[config.mk]
export PLATFORM = sky130hd
export DESIGN_NAME = segment_loader
export DESIGN_NICKNAME = d
export VERILOG_FILES = /design/src/rtl/segment_loader_pkg.sv /design/src/rtl/segment_loader_therm_mask.sv /design/src/rtl/segment_loader.sv
export SDC_FILE = /design/constraint.sdc
export NUM_CORES = 1
export LEC_CHECK = 0
export CELL_PAD_IN_SITES_DETAIL_PLACEMENT = 1
export CELL_PAD_IN_SITES_GLOBAL_PLACEMENT = 1
export CORE_MARGIN = 8
export CORE_UTILIZATION = 30
export CTS_CLUSTER_SIZE = 28
export DETAILED_ROUTE_END_ITERATION = 16
export MAX_ROUTING_LAYER = met4
export PLACE_DENSITY_LB_ADDON = 0.1
export SLEW_MARGIN = 15
export SYNTH_ARGS = -nofsm -noshare
export SYNTH_HDL_FRONTEND = slang
export SYNTH_SLANG_ARGS = --single-unit
[constraint.sdc]
create_clock -name clk -period 3.2 [get_ports clk]
set_clock_uncertainty 0.1 [all_clocks]
set_input_delay 0.64 -clock clk [delete_from_list [all_inputs] [get_ports clk]]
set_output_delay 0.64 -clock clk [all_outputs]
set_load 0.02 [all_outputs]
[src/rtl/segment_loader_pkg.sv]
// Shared definitions for the segment loader: FSM state encoding and default geometry.
package segment_loader_pkg;

  localparam int DEF_SEG_W   = 4;
  localparam int DEF_NUM_SEG = 4;

  typedef enum logic [1:0] {
    EMPTY = 2'd0,
    FILL  = 2'd1,
    FULL  = 2'd2
  } seg_state_t;

endpackage

[src/rtl/segment_loader_therm_mask.sv]
// Active-low thermometer encoder: bit i is 0 for i <= k and 1 for i > k.
module therm_mask #(
  parameter int NUM_SEG = 4,
  parameter int ADDR_W  = $clog2(NUM_SEG)
) (
  input  logic [ADDR_W-1:0]  k,
  output logic [NUM_SEG-1:0] mask_n
);

  // Compare every bit position against the address, one extra bit avoids overflow on i.
  always_comb begin
    mask_n = '0;
    for (int i = 0; i < NUM_SEG; i++) begin
      mask_n[i] = ({1'b0, k} < (ADDR_W+1)'(i));
    end
  end

endmodule

[src/rtl/segment_loader.sv]
// Segment loader: writes SEG_W-bit segments into a NUM_SEG-entry register bank,
// addressed directly or through an auto-incrementing pointer that stops at the top.
//
// state | meaning
// EMPTY | no segment loaded since reset/clr
// FILL  | at least one segment loaded, not all
// FULL  | every segment loaded; auto-mode writes are dropped
module segment_loader
  import segment_loader_pkg::*;
#(
  parameter int SEG_W   = DEF_SEG_W,
  parameter int NUM_SEG = DEF_NUM_SEG,
  parameter int ADDR_W  = $clog2(NUM_SEG)
) (
  input  logic                     clk,
  input  logic                     rst_n,
  input  logic [SEG_W-1:0]         din,
  input  logic [ADDR_W-1:0]        addr,
  input  logic                     wr_en,
  input  logic                     auto_mode,
  input  logic                     clr,
  output logic [NUM_SEG*SEG_W-1:0] dout,
  output logic [NUM_SEG-1:0]       clr_n,
  output logic [NUM_SEG-1:0]       seg_valid,
  output logic                     full,
  output logic [ADDR_W-1:0]        wr_ptr,
  output logic                     overflow
);

  localparam logic [ADDR_W-1:0] LAST_PTR = ADDR_W'(NUM_SEG - 1);

  seg_state_t state_q, state_d;

  logic [NUM_SEG-1:0][SEG_W-1:0] seg_q;
  logic [NUM_SEG-1:0]            clr_n_q;
  logic [NUM_SEG-1:0]            seg_valid_q;
  logic                          full_q;
  logic [ADDR_W-1:0]             wr_ptr_q;
  logic                          overflow_q;

  logic                          blocked;
  logic                          accept;
  logic                          drop;
  logic [ADDR_W-1:0]             target;
  logic [NUM_SEG-1:0]            hit;
  logic [NUM_SEG-1:0]            valid_after;
  logic [NUM_SEG-1:0]            mask_n;

  therm_mask #(
    .NUM_SEG (NUM_SEG),
    .ADDR_W  (ADDR_W)
  ) u_therm_mask (
    .k      (target),
    .mask_n (mask_n)
  );

  // FSM state register.
  always_ff @(posedge clk or negedge rst_n) begin
    if (!rst_n) state_q <= EMPTY;
    else        state_q <= state_d;
  end

  // FSM next state: clr always wins; FULL is left only through clr or reset.
  always_comb begin
    state_d = state_q;
    if (clr) begin
      state_d = EMPTY;
    end else begin
      case (state_q)
        EMPTY:   if (accept) state_d = (&valid_after) ? FULL : FILL;
        FILL:    if (&valid_after) state_d = FULL;
        FULL:    state_d = FULL;
        default: state_d = EMPTY;
      endcase
    end
  end

  // FSM outputs: write target, accept/drop decision and the post-write valid mask.
  always_comb begin
    blocked     = auto_mode && (state_q == FULL);
    target      = auto_mode ? wr_ptr_q : addr;
    accept      = wr_en && !clr && !blocked;
    drop        = wr_en && !clr && blocked;
    hit         = '0;
    if (accept) hit[target] = 1'b1;
    valid_after = seg_valid_q | hit;
  end

  // Segment bank, flags and pointer; clr restores the reset image one edge later.
  always_ff @(posedge clk or negedge rst_n) begin
    if (!rst_n) begin
      seg_q       <= '0;
      clr_n_q     <= '1;
      seg_valid_q <= '0;
      full_q      <= 1'b0;
      wr_ptr_q    <= '0;
      overflow_q  <= 1'b0;
    end else if (clr) begin
      seg_q       <= '0;
      clr_n_q     <= '1;
      seg_valid_q <= '0;
      full_q      <= 1'b0;
      wr_ptr_q    <= '0;
      overflow_q  <= 1'b0;
    end else begin
      overflow_q  <= drop;
      seg_valid_q <= valid_after;
      full_q      <= &valid_after;
      if (accept) begin
        seg_q[target] <= din;
        clr_n_q       <= mask_n;
        if (auto_mode && (wr_ptr_q != LAST_PTR)) wr_ptr_q <= wr_ptr_q + ADDR_W'(1);
      end
    end
  end

  assign dout      = seg_q;
  assign clr_n     = clr_n_q;
  assign seg_valid = seg_valid_q;
  assign full      = full_q;
  assign wr_ptr    = wr_ptr_q;
  assign overflow  = overflow_q;

endmodule

==> results.yml <==
outcome:
  status: "finished clean"
setup_path:
  crit_cells: 6
  end_kind: "flip-flop"
  cp-startpoint: "wr_en"
  cp_slowest_cell: "clkdlybuf4s50_1"
  reg2reg_from: "state_q[0]"
  worstPathCellList: "clkdlybuf4s50_1, nor2b_1, nand2_1, nor3b_2, mux2i_1, nor2_1"
  reg2regPathDepth: 7
  r2r_slack_ps: 1090
  crit_fanout: 8
  required_ps: 3260
  arrival_ps: 2440
  crit_buf_inv: 1
  rr_endpoint: "state_q[1]"
  path_class: "input port to flip-flop"
  cp-start-kind: "input port"
  slowest_delay_ps: 500
  endpoint: "wr_ptr[1]"
  crit_family: "simple AND/OR/NAND/NOR gates"
timing:
  period_minus_slack_ps: 2380
  timing.fmax_ghz: 0.420
  rsz0062_at_grt: "no"
  setup_violations: 0
  report.final.slew_viol_count: 0
  hold_viol_final: 0
  fin_crit_sh_pct: 74.4
  tns_ps: 0
  worst_pin_slew_ps: 471
  max_slew_margin_pct: 68.5
cts:
  clock_path_buffers: 2
  cts.clk_slew.worst_paths_ps: 70
  cts_tree: "built"
  htreeDepth: 2
  numCtsBuffers: 5
  clockRootBuffer: "clkbuf_8"
  cts_setup_buffers: 0
  clk_latency_ps: 270
  cts_resized: 0
  holdBufCountCts: 0
  cts.sinks: 30
power_and_ir_drop:
  p_leak_uw: 0.000875
  irDropWorstVdd_uv: 236
  power_density_mw_per_mm2: 423
drt:
  ant_nets: 0
  wl_per_cell_um: 15.7
  firstDrtPassIters: 4
  drcViolationCount: 0
  vias_per_cell: 4.65
  vias: 1131
  drt_wl_total_um: 3820
  drt_iter0_markers: 34
run:
  cap_violations: 0
finish:
  fin_nets: 191
  syn2layout_area_growth_pct: 37.3
  multi_input_area_um2: 654
  fin_util_pct: 42.8
  fillers: 529
  regArea_um2: 756
  final_cells: 243
  final_common_cell: "clkdlybuf4s50_1"
  drive_above_1_share_pct: 12.5
  layout_common_cells: "clkdlybuf4s50_1, dfrtp_1, nor2_1"
  diodes: 0
yosys:
  syn-cell-area_mm2: 0.00147
  synth_area_per_cell_um2: 11.3
  synth_nets: 146
  seq_area_frac_synth_pct: 51.3
  synth_cells: 130
  ys_ff_latch: 30
  ys_warn_count: 0
  yosysUniqueCellTypes: 36
global_routing:
  gr-total-overflow: 0
  grt_pass1_wl_um: 6490
  antenna_found_initial: 0
  first_global_vias: 1272
  grt_usage_pct: 11.5
  grt_max_degree: 31
floorplanning:
  die_w_um: 86.1
  row_count: 25
  core_mm2: 0.00472
  die-area_mm2: 0.00741
  die_h_um: 86.1
  pin_count: 39
  initial_utilization_pct: 31.2
placed_design:
  portBuffers: 38
  placed_cells: 235
  hpwl_um: 2790
  gp_congestion: 0.784
worst_hold_path:
  min_path_type: "flip-flop to flip-flop"
[metrics by stage]
stage	power (µW)	cell area [µm²]	worst slack, ps	hold WS, ps
after floorplan	487	1470	1120	244
after global placement	547	1930	574	412
after detailed placement	550	1930	533	414
after CTS	872	2020	827	435
after global routing	901	2020	675	460
final	855	2020	820	427
[synthesized netlist by cell type]
cell	number	share of area, %
o21bai_1	1	0.51
nand3_1	3	1.0
clkbuf_8	1	0.93
nand2b_1	1	0.43
mux2_4	1	1.0
dfstp_2	4	7.1
xnor2_1	1	0.59
a31oi_1	1	0.43
nor3_1	1	0.34
nor2b_1	2	0.85
clkbuf_1	2	0.51
nand3b_1	2	1.0
nor3b_1	1	0.51
o41a_1	1	0.76
mux2i_1	19	13
nand2b_2	1	0.59
inv_1	5	1.3
dfrtp_1	26	44
buf_6	2	1.5
a21boi_0	1	0.51
nor3b_2	1	0.85
o21ai_1	1	0.34
a21o_1	1	0.51
a211oi_4	2	2.7
a221o_1	1	0.68
a32oi_1	1	0.59
o21a_1	1	0.51
a21oi_1	6	2.0
a2111o_1	1	0.76
o31ai_1	2	1.0
nand2_1	5	1.3
nor2_1	23	5.9
nand2_2	1	0.43
ha_1	5	4.2
and2_1	1	0.43
o21ai_0	2	0.68
[routing by layer]
layer | global-route usage, % | up-vias | wire (µm) | part of all wire (%)
met5 | - | - | 0 | 0
met4 | 3.82 | 0 | 29 | 0.76
met3 | 4.20 | 4 | 210 | 5.5
met2 | 17.6 | 24 | 1810 | 47
met1 | 13.6 | 564 | 1770 | 46
li1 | - | 539 | - | -
[worst register-to-register path, cell delays in order, from the launching register on]
cell	delay, ps
dfrtp_1	420
inv_1	90
ha_1	240
nand3b_1	280
a211oi_4	330
nand2_2	80
a2111o_1	410
o31ai_1	70
[sequential cells by signal (all words and copies together), names as in the netlist]
| name | flops |
|---|---|
| overflow | 1 |
| seg_valid | 4 |
| state_q | 2 |
| wr_ptr | 2 |
| clr_n | 4 |
| dout | 16 |
| full | 1 |
[power by group]
group	switching [µW]	internal [µW]
sequential	11.6	395
clock	141	173
combinational	73.9	60.3
[final cells by class]
| type | count | area share [%] |
|---|---|---|
| clock buffer | 7 | 4.27 |
| sequential | 30 | 37.4 |
| clock inverter | 1 | 0.248 |
| multi-input combinational | 90 | 32.4 |
| inverter | 5 | 0.928 |
| tap | 67 | 4.15 |
| timing repair buffer | 43 | 20.7 |
[cell families after synthesis]
kind of cell | share of synthesized area [%]
compound gates | 12.1
xor+xnor | 0.595
fa+ha+maj | 4.25
buf+inv | 4.25
flops | 51.3
mux | 13.9
simple gates | 13.6
[worst min path at each step]
stage,from,end,depth (start not counted)
floorplan,rst_n,dout[0],0
global placement,dout[10],dout[10],2
detailed placement,dout[8],dout[8],2
CTS,dout[8],dout[8],2
global route,dout[10],dout[10],2
finish,dout[8],dout[8],2
Power figures use the tool's default switching activity.
==> patch 1 (config.mk and constraints unchanged) <==
The package constant `DEF_SEG_W` goes from 4 to 6.
--- a/src/rtl/segment_loader_pkg.sv
+++ b/src/rtl/segment_loader_pkg.sv
@@ -3,3 +3,3 @@
 
-  localparam int DEF_SEG_W   = 4;
+  localparam int DEF_SEG_W   = 6;
   localparam int DEF_NUM_SEG = 4;
Ports: changed (resized din and dout); port bits go from 39 to 49. No check against the original RTL was run, so the function may have changed too.
==> patch 1 against the unedited design <==
  * Worst hold slack got worse by 0.065 ns
  * Sequential power is 26% higher
  * Area after synthesis is 20% higher
  * Core utilization shrank 0.84 points
  * Total power up 16%
  * Cell area rose by 20%
  * Sequential cell count up 8
  * Global-route usage increased by 0.24 points
  * Synthesized cell count up 19%
  * Routed wire length increased by 25%
  * Critical endpoint is now state_q[1]$_DFFE_PN0P_
  * Setup slack got worse by 0.065 ns
  * Register-to-register slack better by 0.05 ns
==> patch 1: results (changes against the unedited design) <==
Clock network
  – Max Buffers Root-to-Sink: 2 (unchanged)
  – Post-CTS Hold Buffers: 0 (unchanged)
  – Worst-skew pair later-pin latency: 0.28 ns
  – CTS Buf Count: 5 (unchanged)
  – Clock-pin slew on the worst setup and hold paths: 0.07 ns (about the same)
  – CTS resizes: 0 (unchanged)
  – Root buf cell: clkbuf_8

Status
  – Outcome: complete, no violations

Logic synthesis
  – Sequential area share after synthesis: 0.543 (+0.0298)
  – Synth warn: 0 (unchanged)
  – Largest cells by area after synthesis: dfrtp_1 (48%), mux2i_1 (14%), nor2_1 (7.2%)
  – Post-synth top area cell: dfrtp_1
  – Netlist cell types: 34 (-5.6%)
  – Commonest cells in the netlist: dfrtp_1 (34), nor2_1 (34), mux2i_1 (25)
  – Ys flop type: dfrtp_1
  – Syn_nets: 173 (+18%)
  – Post-synth EDFFs: 0 (unchanged)
  – Synth Area in Compound Gates: 0.0682 (-0.0524)
  – Post-Synth Adder-Cell Area: 0.0355 (-0.00694)
  – Post-synthesis mux area share: 0.163 (+0.0241)
  – XOR/XNOR share of the synthesized area: 0.00498 (-0.000972)

Finish
  – Filler cell count: 652 (+23%)
  – Nets: 227 (+19%)
  – Share of cells above drive strength 1: 0.110 (-0.0155)
  – Antenna Cells: 0 (unchanged)
  – Max FFs per register: 24 (+8)

Worst setup path
  – Crit-path max cell delay: 0.69 ns (+0.19 ns)
  – Worst path slowest cell: clkdlybuf4s50_1
  – Worst Path Arrival: 2.49 ns (+0.05 ns)
  – Crit-path max FO: 9 (+1)

Drt
  – DRT iter0 DRCs: 23 (-32%)
  – Routed WL: 4780 um (+25%)
  – Met2 wire length: 2460 um (+36%)
  – Vias post-DR: 1344 (+19%)
  – Met3 WL: 167 um (-20%)
  – Top routing layer in use: met4
  – Routed met1 length: 2120 um (+19%)
  – Pre-antenna DRT Iters: 4 (unchanged)

Timing
  – Fmax: 409 MHz (-2.7%)
  – Fin. max-slew vios: 0 (unchanged)
  – Slew at the pin with the worst max-slew slack: 0.855 ns (+0.384 ns)

Placement
  – HPWL Detailed: 3530 um (+27%)
  – GP Congestion: 0.808 (+3.1%)
  – IO buf count: 48 (+26%)

Global routing
  – Largest net degree at the start of global routing: 39 (+26%)
  – Gr usage total: 0.118 (+0.00244)
  – Global-route wire length before repair: 7740 um (+19%)
  – Vias in the first global route: 1500 (+18%)

Pwr
  – Leak: 1.08 nW (+24%)
  – Max rail drop VDD: 0.227 mV (-3.8%)

Hold path
  – Hold WC Path Type: in2async
-- patch 1: cell type report --
cell class              count  area [um2]  area share
clock buffers               8        90.1      0.0371
inverters                   5        18.8     0.00774
multi-input cells         106         754       0.311
flip-flops and latches     38         956       0.394
well taps                  75        93.8      0.0387
repair buffers             53         513       0.211
-- patch 1: worst max-delay path, delay by kind of cell --
kind	cells	cell delay (ns)
AND/OR/NAND/NOR	1	0.14
multiplexers	1	0.35
buffers and inverters	1	0.69
AO/OA/AOI/OAI	3	0.68
-- patch 1: cell families after synthesis --
family / after synthesis
AND/OR/NAND/NOR: 57
flip-flops: 38
multiplexers: 27
AO/OA/AOI/OAI: 16
buffers and inverters: 11
adder cells (fa/ha/maj): 5
XOR/XNOR: 1
-- patch 1: stage by stage --
stage	instances	util	total power, mW	cell area, um2	worst slack, ns
6_report	285	0.420	0.994	2430	0.755
5_1_grt	285	0.420	1.04	2430	0.619
4_1_cts	285	0.420	1.02	2430	0.769
3_5_place_dp	277	0.404	0.673	2340	0.471
3_3_place_gp	277	0.404	0.666	2340	0.564
2_1_floorplan	155	-	0.596	1760	1.27
-- patch 1: metal layers --
layer,GRT usage,vias up
li1,-,634
met1,0.139,675
met2,0.192,29
met3,0.0316,6
met4,0.0336,0
met5,-,-
-- patch 1: path summary, 6_finish.rpt --
| kind | from | endpoint | slack (ns) | depth (start not counted) |
|---|---|---|---|---|
| max | auto_mode | state_q[1]$_DFFE_PN0P_ | 0.76 | 6 |
| min | rst_n | dout[23]$_DFFE_PN0P_ | 0.36 | 1 |
| max reg2reg | state_q[0]$_DFFE_PN0P_ | state_q[1]$_DFFE_PN0P_ | 1.14 | 7 |
| min reg2reg | clr_n[0]$_DFFE_PN1N_ | clr_n[0]$_DFFE_PN1N_ | 0.39 | 2 |
| max in group asynchronous | rst_n | seg_valid[3]$_DFF_PN0_ | 2.10 | 1 |
| min in group clk | clr_n[0]$_DFFE_PN1N_ | clr_n[0]$_DFFE_PN1N_ | 0.39 | 2 |
-- patch 1: report_power, final --
group	total, mW	internal [mW]	switching (mW)
Combinational	0.150	0.0664	0.0837
Clock	0.333	0.176	0.157
Sequential	0.510	0.498	0.0127
==> patch 2 (config.mk and constraints unchanged) <==
Made on the original files. Make the reset (`rst_n`) synchronous in 2 clocked blocks.
--- a/src/rtl/segment_loader.sv
+++ b/src/rtl/segment_loader.sv
@@ -57,3 +57,3 @@
   // FSM state register.
-  always_ff @(posedge clk or negedge rst_n) begin
+  always_ff @(posedge clk) begin
     if (!rst_n) state_q <= EMPTY;
@@ -89,3 +89,3 @@
   // Segment bank, flags and pointer; clr restores the reset image one edge later.
-  always_ff @(posedge clk or negedge rst_n) begin
+  always_ff @(posedge clk) begin
     if (!rst_n) begin
Behaviour: differs if rst_n is asserted again (counterexample within 4 cycles, from zero or initial values and one cycle with rst_n low); with rst_n held inactive, the same outputs for 10 cycles.
==> patch 2 against the unedited design <==
  * Non-clock buffer count is the same
  * Cell area decreased by 6.7%
  * Setup slack got worse by 0.38 ns
  * Die area fell by 7.2%
  * Maximum frequency fell by 14%
  * Total power is 9.5% lower
  * Worst hold slack lost 0.073 ns
  * Area after synthesis is 8.8% lower
  * Routed wire length is 5.8% higher
  * Sequential cell count unchanged
  * Critical endpoint is now state_q[1]$_SDFFE_PP0P_
  * Largest power group unchanged
==> patch 2: results (changes against the unedited design) <==
Drt
  – Pre-antenna DRT Iters: 4 (unchanged)
  – Via density per instance: 5.01 (+7.6%)
  – Routed WL per cell: 16.7 um (+6.2%)
  – DRT iter0 DRCs: 61 (+79%)

Timing
  – Fin. max-slew vios: 0 (unchanged)
  – Relative max-transition margin: 0.482 (-0.203)
  – Fin worst setup slack: 0.442 ns (-0.378 ns)
  – Hold Worst Slack: 0.354 ns (-0.0731 ns)

Clock network
  – CTS Buf Count: 5 (unchanged)
  – Max Buffers Root-to-Sink: 2 (unchanged)
  – Worst-skew pair later-pin latency: roughly 0.28 ns
  – Clock-pin slew on the worst setup and hold paths: 0.06 ns
  – CTS resizes: 0 (unchanged)
  – H-tree depth: 2 (unchanged)
  – Setup bufs post-CTS: 0 (unchanged)
  – Root buf cell: clkbuf_8

Logic synthesis
  – Post-synth ARST share: 0 (-1.00)
  – Sequential area share after synthesis: 0.447 (-0.0658)
  – Largest cells by area after synthesis: dfxtp_1 (45%), mux2i_1 (10%), nor2_1 (5.9%)
  – Commonest cells in the netlist: dfxtp_1 (30), nor2_1 (21), nand2_1 (15)
  – Syn_nets: 161 (+10%)
  – Synth warn: 0 (unchanged)
  – Post-synth top area share: 0.447 (+0.00554)
  – Netlist cell types: 34 (-5.6%)

Finish
  – Max FFs per register: 16 (unchanged)
  – Nets: 205 (+7.3%)
  – Antenna Cells: 0 (unchanged)
  – Filler cell count: 516 (-2.5%)
  – Share of cells above drive strength 1: 0.0947 (-0.0303)

Worst setup path
  – Reg-to-reg startpoint: state_q[0]$_SDFFE_PP0P_
  – FF-to-FF path depth: 7 (unchanged)
  – Crit-path max FO: 9 (+1)
  – R2R Setup Slk: 0.69 ns (-0.40 ns)
  – Worst path slowest cell: a2111oi_0
  – Family with the most delay on the worst path: compound AO/OA/AOI/OAI gates
  – Critical Path Sink: state_q[1]$_SDFFE_PP0P_
  – Crit-path max cell delay: 0.68 ns (+0.18 ns)
  – Worst Path Arrival: 2.89 ns (+0.45 ns)
  – Startpoint Class: primary input
  – Worst Setup SP: auto_mode

Global routing
  – Vias in the first global route: 1327 (+4.3%)
  – Initial antenna violation count: 0 (unchanged)
  – Global-route wire length before repair: 6780 um (+4.4%)
  – Largest net degree at the start of global routing: 17 (-45%)
  – Gr usage total: 0.125 (+0.0101)

Hold path
  – Hold WC Path Type: reg2reg
  – Hold path start: clr_n[0]$_SDFFE_PP1P_

Placement
  – IO buf count: 38 (unchanged)
  – HPWL Detailed: 3120 um (+12%)
  – Dpl ws: 0.158 ns (-0.376 ns)
  – GP Congestion: 0.825 (+5.2%)

Status
  – Outcome: complete, no violations

Pwr
  – Leak: 0.638 nW (-27%)
  – Max rail drop VDD: 0.302 mV (+28%)
-- patch 2: per-stage QoR --
step | cells | total power, mW | utilization | cell area [um2]
global placement | 234 | 0.467 | 0.415 | 1790
CTS | 242 | 0.789 | 0.436 | 1890
finish | 242 | 0.774 | 0.436 | 1890
floorplan | 145 | 0.433 | - | 1340
detailed placement | 234 | 0.470 | 0.415 | 1790
global route | 242 | 0.821 | 0.436 | 1890
-- patch 2: area by class of cell --
type,instances,area [um2],area share
Tap cell,52,65.1,0.0345
Multi-Input combinational cell,101,681,0.361
Inverter,8,30.0,0.0159
Timing Repair Buffer,43,418,0.222
Sequential cell,30,601,0.319
Clock buffer,7,86.3,0.0458
Clock inverter,1,5.00,0.00265
-- patch 2: where the power goes --
group / internal, mW / switching [mW]
Clock: 0.173 / 0.140
Combinational: 0.0357 / 0.0432
Sequential: 0.378 / 0.00349
Total: 0.587 / 0.187
-- patch 2: worst min path at each step --
stage | endpoint | cells past startpoint
after floorplan | state_q[0]$_SDFFE_PP0P_ | 2
after CTS | dout[0]$_SDFFE_PP0P_ | 2
after global placement | clr_n[0]$_SDFFE_PP1P_ | 2
final | clr_n[0]$_SDFFE_PP1P_ | 2
after detailed placement | dout[3]$_SDFFE_PP0P_ | 2
after global routing | dout[2]$_SDFFE_PP0P_ | 2
-- patch 2: per-layer routing --
layer,wire [um],GRT usage,vias to the layer above
met1,1740,0.129,580
li1,-,-,591
met3,195,0.0459,10
met2,2000,0.204,31
met4,106,0.0655,0
met5,0,-,-
-- patch 2: cells by family after synthesis --
logic type,after synthesis,synth area share
AOI/OAI and AO/OA,27,0.149
and+or+nand+nor,53,0.189
muxes,15,0.116
xor gates and xnor gates,1,0.00652
DFF,30,0.447
buffers and inverters,14,0.0457
adders and majority gates,5,0.0466
